**config.mk**
```make
export PLATFORM = sky130hd
export DESIGN_NAME = rgb_pwm_fader
export DESIGN_NICKNAME = d
export VERILOG_FILES = /design/src/rtl/rgb_pwm_fader.sv
export SDC_FILE = /design/constraint.sdc
export NUM_CORES = 1
export LEC_CHECK = 0
export ABC_AREA = 1
export CAP_MARGIN = 20
export CELL_PAD_IN_SITES_DETAIL_PLACEMENT = 0
export CELL_PAD_IN_SITES_GLOBAL_PLACEMENT = 2
export CORE_UTILIZATION = 41
export DETAILED_ROUTE_END_ITERATION = 7
export PLACE_DENSITY_LB_ADDON = 0.1
export SLEW_MARGIN = 10
export SYNTH_ARGS = -nofsm -noshare
export SYNTH_HDL_FRONTEND = slang
export SYNTH_SLANG_ARGS = --single-unit
export TNS_END_PERCENT = 1
```
**constraint.sdc**
```tcl
create_clock -name clk -period 5 [get_ports clk]
set_input_delay 0.5 -clock clk [delete_from_list [all_inputs] [get_ports clk]]
set_output_delay 0.5 -clock clk [all_outputs]
set_load 0.1 [all_outputs]
```
**src/rtl/rgb_pwm_fader.sv**
```systemverilog
// rgb_pwm_fader: multi-channel PWM generator with per-channel linear fade.
//
// A shared period counter drives CH PWM outputs. Duty commands arrive over a
// valid/ready handshake, and each one either jumps a channel straight to its
// new duty or lets it fade there one LSB every FADE_DIV periods. The duty that
// is actually compared against the counter (act) is only reloaded on the last
// count of a period, so a period never shows a runt pulse.
//
// Ports:
//   clk          system clock
//   rst          asynchronous reset, active-high
//   cmd_valid    command present
//   cmd_ready    block can accept a command this cycle
//   cmd_ch       target channel index
//   cmd_duty     target duty (high cycles per period)
//   cmd_fade     0 = jump immediately, 1 = fade toward target
//   cmd_err      one-cycle pulse: command dropped (cmd_ch >= CH)
//   period_tick  one-cycle pulse in the cycle where the counter is 0
//   busy         some channel has not yet reached its target
//   pwm          PWM outputs, bit i = channel i
//
// Command FSM:
//   state   | meaning
//   S_IDLE  | ready for a command; captures it on cmd_valid && cmd_ready
//   S_APPLY | writes the captured command into the channel registers

module rgb_pwm_fader #(
  parameter int CH       = 3,
  parameter int CNT_W    = 8,
  parameter int PERIOD   = 255,
  parameter int FADE_DIV = 4
) (
  input  logic             clk,
  input  logic             rst,
  input  logic             cmd_valid,
  output logic             cmd_ready,
  input  logic [2:0]       cmd_ch,
  input  logic [CNT_W-1:0] cmd_duty,
  input  logic             cmd_fade,
  output logic             cmd_err,
  output logic             period_tick,
  output logic             busy,
  output logic [CH-1:0]    pwm
);

  localparam int                PDIV_W    = (FADE_DIV > 1) ? $clog2(FADE_DIV) : 1;
  localparam logic [CNT_W-1:0]  CNT_LAST  = CNT_W'(PERIOD - 1);
  localparam logic [PDIV_W-1:0] PDIV_LAST = PDIV_W'(FADE_DIV - 1);
  localparam logic [3:0]        CH_L      = 4'(CH);

  typedef enum logic {S_IDLE, S_APPLY} state_t;

  state_t             state_q, state_d;
  logic [CNT_W-1:0]   cnt_q, cnt_d;
  logic [PDIV_W-1:0]  pdiv_q, pdiv_d;
  logic               period_tick_q, period_tick_d;
  logic               cmd_ready_q, cmd_ready_d;
  logic               cmd_err_q, cmd_err_d;
  logic [2:0]         cap_ch_q, cap_ch_d;
  logic [CNT_W-1:0]   cap_duty_q, cap_duty_d;
  logic               cap_fade_q, cap_fade_d;
  logic [CNT_W-1:0]   tgt_q [CH];
  logic [CNT_W-1:0]   tgt_d [CH];
  logic [CNT_W-1:0]   cur_q [CH];
  logic [CNT_W-1:0]   cur_d [CH];
  logic [CNT_W-1:0]   act_q [CH];
  logic [CNT_W-1:0]   act_d [CH];
  logic [CH-1:0]      pwm_q, pwm_d;

  logic accept;
  logic apply_ok;
  logic fade_step;

  always_comb begin
    cnt_d         = (cnt_q == CNT_LAST) ? '0 : cnt_q + CNT_W'(1);
    period_tick_d = (cnt_d == '0);

    // pdiv is a down-counter of period ticks; the tick that finds it at zero
    // is the one that advances every fading channel.
    fade_step = period_tick_q && (pdiv_q == '0);
    pdiv_d    = pdiv_q;
    if (period_tick_q) begin
      pdiv_d = (pdiv_q == '0) ? PDIV_LAST : pdiv_q - PDIV_W'(1);
    end

    accept     = cmd_valid && cmd_ready_q;
    state_d    = state_q;
    cap_ch_d   = cap_ch_q;
    cap_duty_d = cap_duty_q;
    cap_fade_d = cap_fade_q;
    case (state_q)
      S_IDLE: begin
        if (accept) begin
          state_d    = S_APPLY;
          cap_ch_d   = cmd_ch;
          cap_duty_d = cmd_duty;
          cap_fade_d = cmd_fade;
        end
      end
      S_APPLY: state_d = S_IDLE;
      default: state_d = S_IDLE;
    endcase

    cmd_ready_d = (state_d == S_IDLE);
    // Flagged at capture time so the registered pulse lines up with APPLY.
    cmd_err_d   = accept && ({1'b0, cmd_ch} >= CH_L);
    apply_ok    = (state_q == S_APPLY) && ({1'b0, cap_ch_q} < CH_L);

    for (int k = 0; k < CH; k++) begin
      tgt_d[k] = tgt_q[k];
      cur_d[k] = cur_q[k];
      // A command landing on a channel's step cycle replaces that step.
      if (apply_ok && (cap_ch_q == 3'(k))) begin
        tgt_d[k] = cap_duty_q;
        if (!cap_fade_q) begin
          cur_d[k] = cap_duty_q;
        end
      end else if (fade_step && (cur_q[k] != tgt_q[k])) begin
        cur_d[k] = (cur_q[k] < tgt_q[k]) ? cur_q[k] + CNT_W'(1) : cur_q[k] - CNT_W'(1);
      end
      act_d[k] = (cnt_q == CNT_LAST) ? cur_q[k] : act_q[k];
      pwm_d[k] = (cnt_d < act_d[k]);
    end
  end

  always_comb begin
    busy = 1'b0;
    for (int k = 0; k < CH; k++) begin
      busy = busy | (cur_q[k] != tgt_q[k]);
    end
  end

  always_ff @(posedge clk or posedge rst) begin
    if (rst) begin
      state_q       <= S_IDLE;
      cnt_q         <= '0;
      pdiv_q        <= PDIV_LAST;
      period_tick_q <= 1'b0;
      cmd_ready_q   <= 1'b0;
      cmd_err_q     <= 1'b0;
      cap_ch_q      <= '0;
      cap_duty_q    <= '0;
      cap_fade_q    <= 1'b0;
      pwm_q         <= '0;
      for (int k = 0; k < CH; k++) begin
        tgt_q[k] <= '0;
        cur_q[k] <= '0;
        act_q[k] <= '0;
      end
    end else begin
      state_q       <= state_d;
      cnt_q         <= cnt_d;
      pdiv_q        <= pdiv_d;
      period_tick_q <= period_tick_d;
      cmd_ready_q   <= cmd_ready_d;
      cmd_err_q     <= cmd_err_d;
      cap_ch_q      <= cap_ch_d;
      cap_duty_q    <= cap_duty_d;
      cap_fade_q    <= cap_fade_d;
      pwm_q         <= pwm_d;
      for (int k = 0; k < CH; k++) begin
        tgt_q[k] <= tgt_d[k];
        cur_q[k] <= cur_d[k];
        act_q[k] <= act_d[k];
      end
    end
  end

  assign cmd_ready   = cmd_ready_q;
  assign cmd_err     = cmd_err_q;
  assign period_tick = period_tick_q;
  assign pwm         = pwm_q;

endmodule

```
==> load_flow_metrics.sql, run 1 <==
INSERT INTO impl_metrics (metric_group, metric, value, unit) VALUES
('placement', 'dpl-instance-area', '6660', 'um^2'),
('detailed_routing', 'detail_route.first_pass.iterations', '4', ''),
('min_path', 'type_of_the_tightest_min_delay_check', 'register to register', ''),
('global_routing', 'gr_overflow_total', '0', ''),
('clock_network', 'clk-insertion-delay-late', '0.36', 'ns'),
('placement', 'place_ws', '1.91', 'ns'),
('synthesis', 'ys_async_sr_fraction', '1.00', ''),
('die', 'pin_count', '22', ''),
('placement', 'numPortBuffers', '21', ''),
('synthesis', 'synth_area', '6290', 'um^2'),
('clock_network', 'cts_tree', 'built', ''),
('detailed_routing', 'drtAntennaViolNets', '0', ''),
('timing', 'min_period_over_period', '0.690', ''),
('worst_setup_path', 'worst_setup_path_start_kind', 'register', ''),
('synthesis', 'yosys_register_bits', '101', ''),
('clock_network', 'holdBufCountCts', '0', ''),
('timing', 'timing.clock.skew', '0.0118', 'ns'),
('detailed_routing', 'avgRoutedWirePerCell', '15.7', 'um'),
('job', 'maxCapViolations', '0', ''),
('synthesis', 'synth_edf_count', '0', ''),
('timing', 'post-route-min-period', '3.45', 'ns'),
('worst_setup_path', 'crit_required', '4.50', 'ns'),
('timing', 'setup_viol_count_final', '0', ''),
('clock_network', 'clock_sink_count', '101', ''),
('worst_setup_path', 'worstPathMaxFanout', '6', ''),
('die', 'design.core.area', '14800', 'um^2'),
('synthesis', 'synth.largest_area_cell', 'sky130_fd_sc_hd__dfrtp_1', ''),
('die', 'start_util', '0.427', ''),
('detailed_routing', 'remaining_drc_errors', '0', ''),
('pwr', 'ir_drop', '0.419', 'mV'),
('global_routing', 'grt_util_all_layers', '0.208', ''),
('detailed_routing', 'wl', '15.3', 'mm'),
('worst_setup_path', 'path_class', 'register to output pin', ''),
('placement', 'detailedPlacementHpwl', '11.2', 'mm'),
('status', 'run_status', 'complete, no violations', ''),
('pwr', 'powerDensity', '670', 'nW/um^2'),
('layout', 'fill_cells', '1452', ''),
('synthesis', 'syn-num-nets', '847', ''),
('global_routing', 'first_pass_grt_wire_length', '25.4', 'mm'),
('synthesis', 'synthesis.instances', '760', ''),
('timing', 'relSlewSlack', '0.347', ''),
('clock_network', 'cts_post_setup_buffers_inserted', '0', ''),
('synthesis', 'post-synth-top-area-fraction', '0.394', ''),
('global_routing', 'grt_antenna_before_repair', '0', ''),
('synthesis', 'count_of_synthesis_stage_warnings_from_yosys', '0', ''),
('synthesis', 'ys.flop_type', 'sky130_fd_sc_hd__dfrtp_1', ''),
('placement', 'gp_congestion', '0.785', ''),
('timing', 'worst_slew_pin_slew', '0.976', 'ns'),
('clock_network', 'cts.root.buffer_cell', 'sky130_fd_sc_hd__clkbuf_16', ''),
('synthesis', 'distinct_cell_type_count_of_the_synthesized_netlist', '40', ''),
('layout', 'synthToLayoutAreaGrowth', '11.0', '%'),
('timing', 'final.setup.tns', '0', 'ns'),
('synthesis', 'synthMostInstantiatedCell', 'sky130_fd_sc_hd__nand2_1', ''),
('die', 'die_h', '126', 'um'),
('layout', 'layout-drive-gt1-share', '0.105', ''),
('layout', 'multi_input_area', '3260', 'um^2'),
('detailed_routing', 'route.vias.total', '4968', ''),
('synthesis', 'synthesis.area_per_instance', '8.28', 'um^2'),
('die', 'floorplan.die_area', '15900', 'um^2'),
('clock_network', 'clk_pin_slew', '0.07', 'ns'),
('clock_network', 'numCtsBuffers', '9', ''),
('timing', 'rsz0062_at_grt', 'false', ''),
('die', 'floorplan.die.width', '126', 'um'),
('detailed_routing', 'first_iter_violations', '267', ''),
('worst_setup_path', 'setup.worst_path.end_class', 'output pin', ''),
('detailed_routing', 'post_detailed_route_via_to_cell_ratio', '5.12', ''),
('pwr', 'power.static_leakage', '3.68', 'nW'),
('layout', 'nNetsFinal', '869', ''),
('timing', 'timing.fmax', '290', 'MHz'),
('layout', 'register_area', '2530', 'um^2'),
('layout', 'final_design_area_no_fill', '6980', 'um^2');
==> critical path, cell delays in order (launching register included) <==
cell                              delay, ns
sky130_fd_sc_hd__dfrtp_1               0.45
sky130_fd_sc_hd__ha_1                  0.32
sky130_fd_sc_hd__nand2_1               0.07
sky130_fd_sc_hd__nor2_1                0.14
sky130_fd_sc_hd__nand4_1               0.23
sky130_fd_sc_hd__or3_1                 0.40
sky130_fd_sc_hd__clkdlybuf4s50_1       0.99
==> placed cells by master (no fill, tap or decap), types with 4 or more instances in the layout <==
cell                              synthesis  layout
sky130_fd_sc_hd__nand4_1                  7       7
sky130_fd_sc_hd__a31oi_1                 14      14
sky130_fd_sc_hd__o211ai_1                 4       4
sky130_fd_sc_hd__clkdlybuf4s50_1          0      21
sky130_fd_sc_hd__o21ai_1                 10      10
sky130_fd_sc_hd__inv_1                  102     101
sky130_fd_sc_hd__clkbuf_16                0       9
sky130_fd_sc_hd__o21ai_0                 54      54
sky130_fd_sc_hd__a21oi_1                 51      51
sky130_fd_sc_hd__nand2_4                  7       7
sky130_fd_sc_hd__nor2_1                  57      57
sky130_fd_sc_hd__o21ai_2                 14      14
sky130_fd_sc_hd__ha_1                    69      69
sky130_fd_sc_hd__nand3_1                 31      31
sky130_fd_sc_hd__or2_2                   20      20
sky130_fd_sc_hd__dfrtp_1                 99      99
sky130_fd_sc_hd__o21bai_1                 5       5
sky130_fd_sc_hd__nand2_2                  4       4
sky130_fd_sc_hd__nand2_1                166     166
==> cell families (layout without fill, tap and decap cells) <==
kind of cell               count (synthesis)  in the layout  synth area share
buffers and inverters                    121            148            0.0801
and+or+nand+nor                          307            307             0.226
DFF                                      101            101             0.402
adders and majority gates                 72             72             0.147
AOI/OAI and AO/OA                        159            159             0.145
==> sequential cells by signal (all words and copies together), names as in the netlist <==
name         flops
cap_ch_q         3
pdiv_q           2
pwm              3
cap_duty_q       8
act_q           24
cmd_err          1
period_tick      1
cap_fade_q       1
cnt_q            8
cur_q           24
cmd_ready        1
state_q          1
tgt_q           24
==> area by class of cell <==
| type | instances | area share |
|---|---|---|
| Tap cell | 184 | 0.0330 |
| Sequential cell | 101 | 0.362 |
| Multi-Input combinational cell | 538 | 0.467 |
| Inverter | 109 | 0.0604 |
| Clock buffer | 10 | 0.0328 |
| Clock inverter | 6 | 0.0125 |
| Timing Repair Buffer | 23 | 0.0322 |
==> path summary, 6_finish.rpt <==
check	depth (start not counted)	slack, ns	start	endpoint
worst max-delay path	6	1.55	cur_q[23]	busy
worst min-delay path	2	0.48	act_q[16]	act_q[16]
worst max register to register	11	2.16	cur_q[23]	cur_q[23]
worst min register to register	2	0.48	act_q[16]	act_q[16]
max in group asynchronous	3	3.37	rst	cap_duty_q[2]
min in group asynchronous	2	0.69	rst	cur_q[4]
==> metrics by stage <==
stage / std cells / hold WS [ns] / total power (W) / util
final: 971 / 0.476 / 0.00468 / 0.473
after global routing: 971 / 0.491 / 0.00518 / 0.473
after CTS: 970 / 0.480 / 0.00470 / 0.473
after detailed placement: 954 / 0.462 / 0.00391 / 0.451
after global placement: 954 / 0.459 / 0.00389 / 0.451
after floorplan: 760 / 0.443 / 0.00329 / -
==> layer usage <==
layer / track usage / wire length [um] / up-vias
met3: 0.0391 / 430 / 20
met5: 0 / 0 / -
met4: 0.0716 / 282 / 0
met2: 0.351 / 7450 / 69
met1: 0.267 / 7100 / 2336
li1: - / - / 2543
==> power breakdown <==
| part | switching [W] | internal, W | total [W] |
|---|---|---|---|
| Clock | 0.000322 | 0.000440 | 0.000762 |
| Sequential | 0.000210 | 0.00102 | 0.00123 |
| Combinational | 0.00164 | 0.00104 | 0.00268 |
| Total | 0.00217 | 0.00251 | 0.00468 |
No activity file was read; power rests on OpenSTA's default activity.
==> inputs of run 2 (changes only) <==
- CORE_UTILIZATION: 41 -> 38
- clock period: 5 -> 3.6 ns (I/O delays scaled with it)
==> run 2 against run 1 <==
Die area increased by 7.8%. Register-to-register slack got worse by 1.5 ns. Utilization decreased by 3.4 points. Via count decreased by 0.38%. Routed wire length decreased by 2.6%. Critical path depth increased by 6. Critical path type is now register to register. Critical endpoint is now cur_q[22].
==> load_flow_metrics.sql, run 2 (synthesis results as in run 1) <==
INSERT INTO impl_metrics (metric_group, metric, value, unit) VALUES
('die', 'floorplan.die_area', '17100', 'um^2'),
('clock_network', 'clk-insertion-delay-late', '0.36', 'ns'),
('worst_setup_path', 'cp.buffers_inverters', '1', ''),
('min_path', 'type_of_the_tightest_min_delay_check', 'input port to async pin', ''),
('detailed_routing', 'remaining_drc_errors', '0', ''),
('worst_setup_path', 'worst_setup_path_start_kind', 'register', ''),
('clock_network', 'cts-htree-levels', '3', ''),
('layout', 'final_design_area_no_fill', '7020', 'um^2'),
('timing', 'setup_viol_count_final', '0', ''),
('timing', 'final.setup.tns', '0', 'ns'),
('global_routing', 'grt_antenna_before_repair', '0', ''),
('timing', 'relSlewSlack', '0.350', ''),
('detailed_routing', 'first_iter_violations', '267', ''),
('detailed_routing', 'wl', '14.9', 'mm'),
('die', 'design.core.area', '16000', 'um^2'),
('worst_setup_path', 'cp_cell_sequence', 'ha_1, a21o_1, nor2_1, nand2_1, ha_1, nand2_1, inv_1, o21ai_0, nand3_1, or2_2, nand3_1, a21oi_1', ''),
('layout', 'biggestRegsByFlops', 'act_q x24, cur_q x24, tgt_q x24', ''),
('clock_network', 'holdBufCountCts', '0', ''),
('worst_setup_path', 'arrival', '3.14', 'ns'),
('worst_setup_path', 'crit_path_max_incr_delay', '0.48', 'ns'),
('global_routing', 'grt_start_max_net_pins', '52', ''),
('detailed_routing', 'avgRoutedWirePerCell', '14.8', 'um'),
('placement', 'detailedPlacementHpwl', '11.3', 'mm'),
('global_routing', 'use_met3', '0.0452', ''),
('detailed_routing', 'drtAntennaViolNets', '0', ''),
('layout', 'fill_cells', '1618', ''),
('layout', 'register_area', '2530', 'um^2'),
('placement', 'gp_congestion', '0.782', ''),
('placement', 'dpl-instance-area', '6730', 'um^2'),
('layout', 'final_cell_mix', 'sky130_fd_sc_hd__nand2_1 (166), sky130_fd_sc_hd__inv_1 (101), sky130_fd_sc_hd__dfrtp_1 (99)', ''),
('timing', 'final-max-slew-violation-count', '0', ''),
('global_routing', 'gr_overflow_total', '0', ''),
('layout', 'final_common_cell', 'sky130_fd_sc_hd__nand2_1', ''),
('global_routing', 'met1_grt_util', '0.271', ''),
('timing', 'post-route-min-period', '2.89', 'ns'),
('timing', 'timing.fmax', '346', 'MHz'),
('layout', 'nNetsFinal', '870', ''),
('timing', 'timing.clock.skew', '0.00823', 'ns'),
('die', 'start_util', '0.393', ''),
('global_routing', 'first_pass_grt_wire_length', '25.5', 'mm'),
('detailed_routing', 'post_detailed_route_via_to_cell_ratio', '4.93', ''),
('worst_setup_path', 'crit_required', '3.84', 'ns'),
('clock_network', 'numCtsBuffers', '9', ''),
('clock_network', 'post_cts_resized', '0', ''),
('layout', 'multi_input_area', '3260', 'um^2'),
('detailed_routing', 'detail_route.first_pass.iterations', '5', ''),
('timing', 'worst_slew_pin_slew', '0.973', 'ns'),
('job', 'maxCapViolations', '0', ''),
('worst_setup_path', 'worstPathMaxFanout', '10', ''),
('pwr', 'powerDensity', '923', 'nW/um^2'),
('global_routing', 'grt_util_all_layers', '0.199', ''),
('pwr', 'power.static_leakage', '3.67', 'nW'),
('timing', 'min_period_over_period', '0.803', ''),
('worst_setup_path', 'setup.worst_path.end_class', 'register', ''),
('pwr', 'ir_drop', '0.665', 'mV'),
('layout', 'layout-drive-gt1-share', '0.108', ''),
('worst_setup_path', 'slowest_stage', 'sky130_fd_sc_hd__dfrtp_1', ''),
('layout', 'synthToLayoutAreaGrowth', '11.6', '%'),
('status', 'run_status', 'complete, no violations', ''),
('clock_network', 'cts_tree', 'built', ''),
('die', 'pin_count', '22', ''),
('detailed_routing', 'route.vias.total', '4949', ''),
('clock_network', 'cts.root.buffer_cell', 'sky130_fd_sc_hd__clkbuf_16', ''),
('timing', 'rsz0062_at_grt', 'false', ''),
('die', 'floorplan.die.width', '131', 'um'),
('worst_setup_path', 'cpLargestDelayFamily', 'simple AND/OR/NAND/NOR gates', ''),
('timing', 'report.final.hold_viol_count', '0', ''),
('clock_network', 'clk_pin_slew', '0.07', 'ns'),
('die', 'std_cell_rows', '46', ''),
('global_routing', 'globalRoute.busiestLayer', 'met2', ''),
('global_routing', 'number_of_global_route_vias_before_repair', '4900', ''),
('clock_network', 'cts_post_setup_buffers_inserted', '0', ''),
('clock_network', 'clock_tree.buffer_depth', '2', ''),
('die', 'die_h', '131', 'um'),
('clock_network', 'clock_sink_count', '101', ''),
('worst_setup_path', 'path_class', 'register to register', ''),
('placement', 'numPortBuffers', '21', ''),
('layout', 'diodes', '0', ''),
('layout', 'final_util', '0.439', ''),
('global_routing', 'gr-usage-met2', '0.314', '');
[run 2: final timing paths]
kind	depth (start not counted)	slack [ns]	to	start
worst max register to register	12	0.71	cur_q[22]	cur_q[23]
max in group asynchronous	3	2.37	pdiv_q[1]	rst
worst min-delay path	2	0.45	cur_q[2]	rst
min in group clk	2	0.48	act_q[16]	act_q[16]
worst max-delay path	12	0.71	cur_q[22]	cur_q[23]
worst min register to register	2	0.48	act_q[16]	act_q[16]
[run 2: per-layer routing]
layer	wire length, um	vias up
li1	-	2545
met4	234	0
met3	503	20
met5	0	-
met2	6690	72
met1	7440	2312
[run 2: cell type report]
type                    instances  area share
multi-input cells             538       0.464
flip-flops and latches        101       0.360
inverters                     109      0.0600
well taps                     216      0.0385
repair buffers                 24      0.0346
clock buffers                  10      0.0326
clock inverters                 6     0.00998
[run 2: report_power, final]
group	total [W]	internal, W	switching, W	leakage [nW]
Combinational	0.00372	0.00145	0.00228	2.26
Sequential	0.00176	0.00142	0.000338	1.28
Clock	0.000999	0.000544	0.000455	0.136
Total	0.00648	0.00341	0.00307	3.67
[run 2: per-stage QoR]
step           hold slack [ns]  cells  power, W  setup slack (ns)
3_5_place_dp             0.461    988   0.00552             0.711
6_report                 0.449   1004   0.00648             0.707
3_3_place_gp             0.457    988   0.00544             0.730
2_1_floorplan            0.443    760   0.00457             0.596
5_1_grt                  0.509   1004   0.00722             0.369
4_1_cts                  0.474   1004   0.00655             0.687
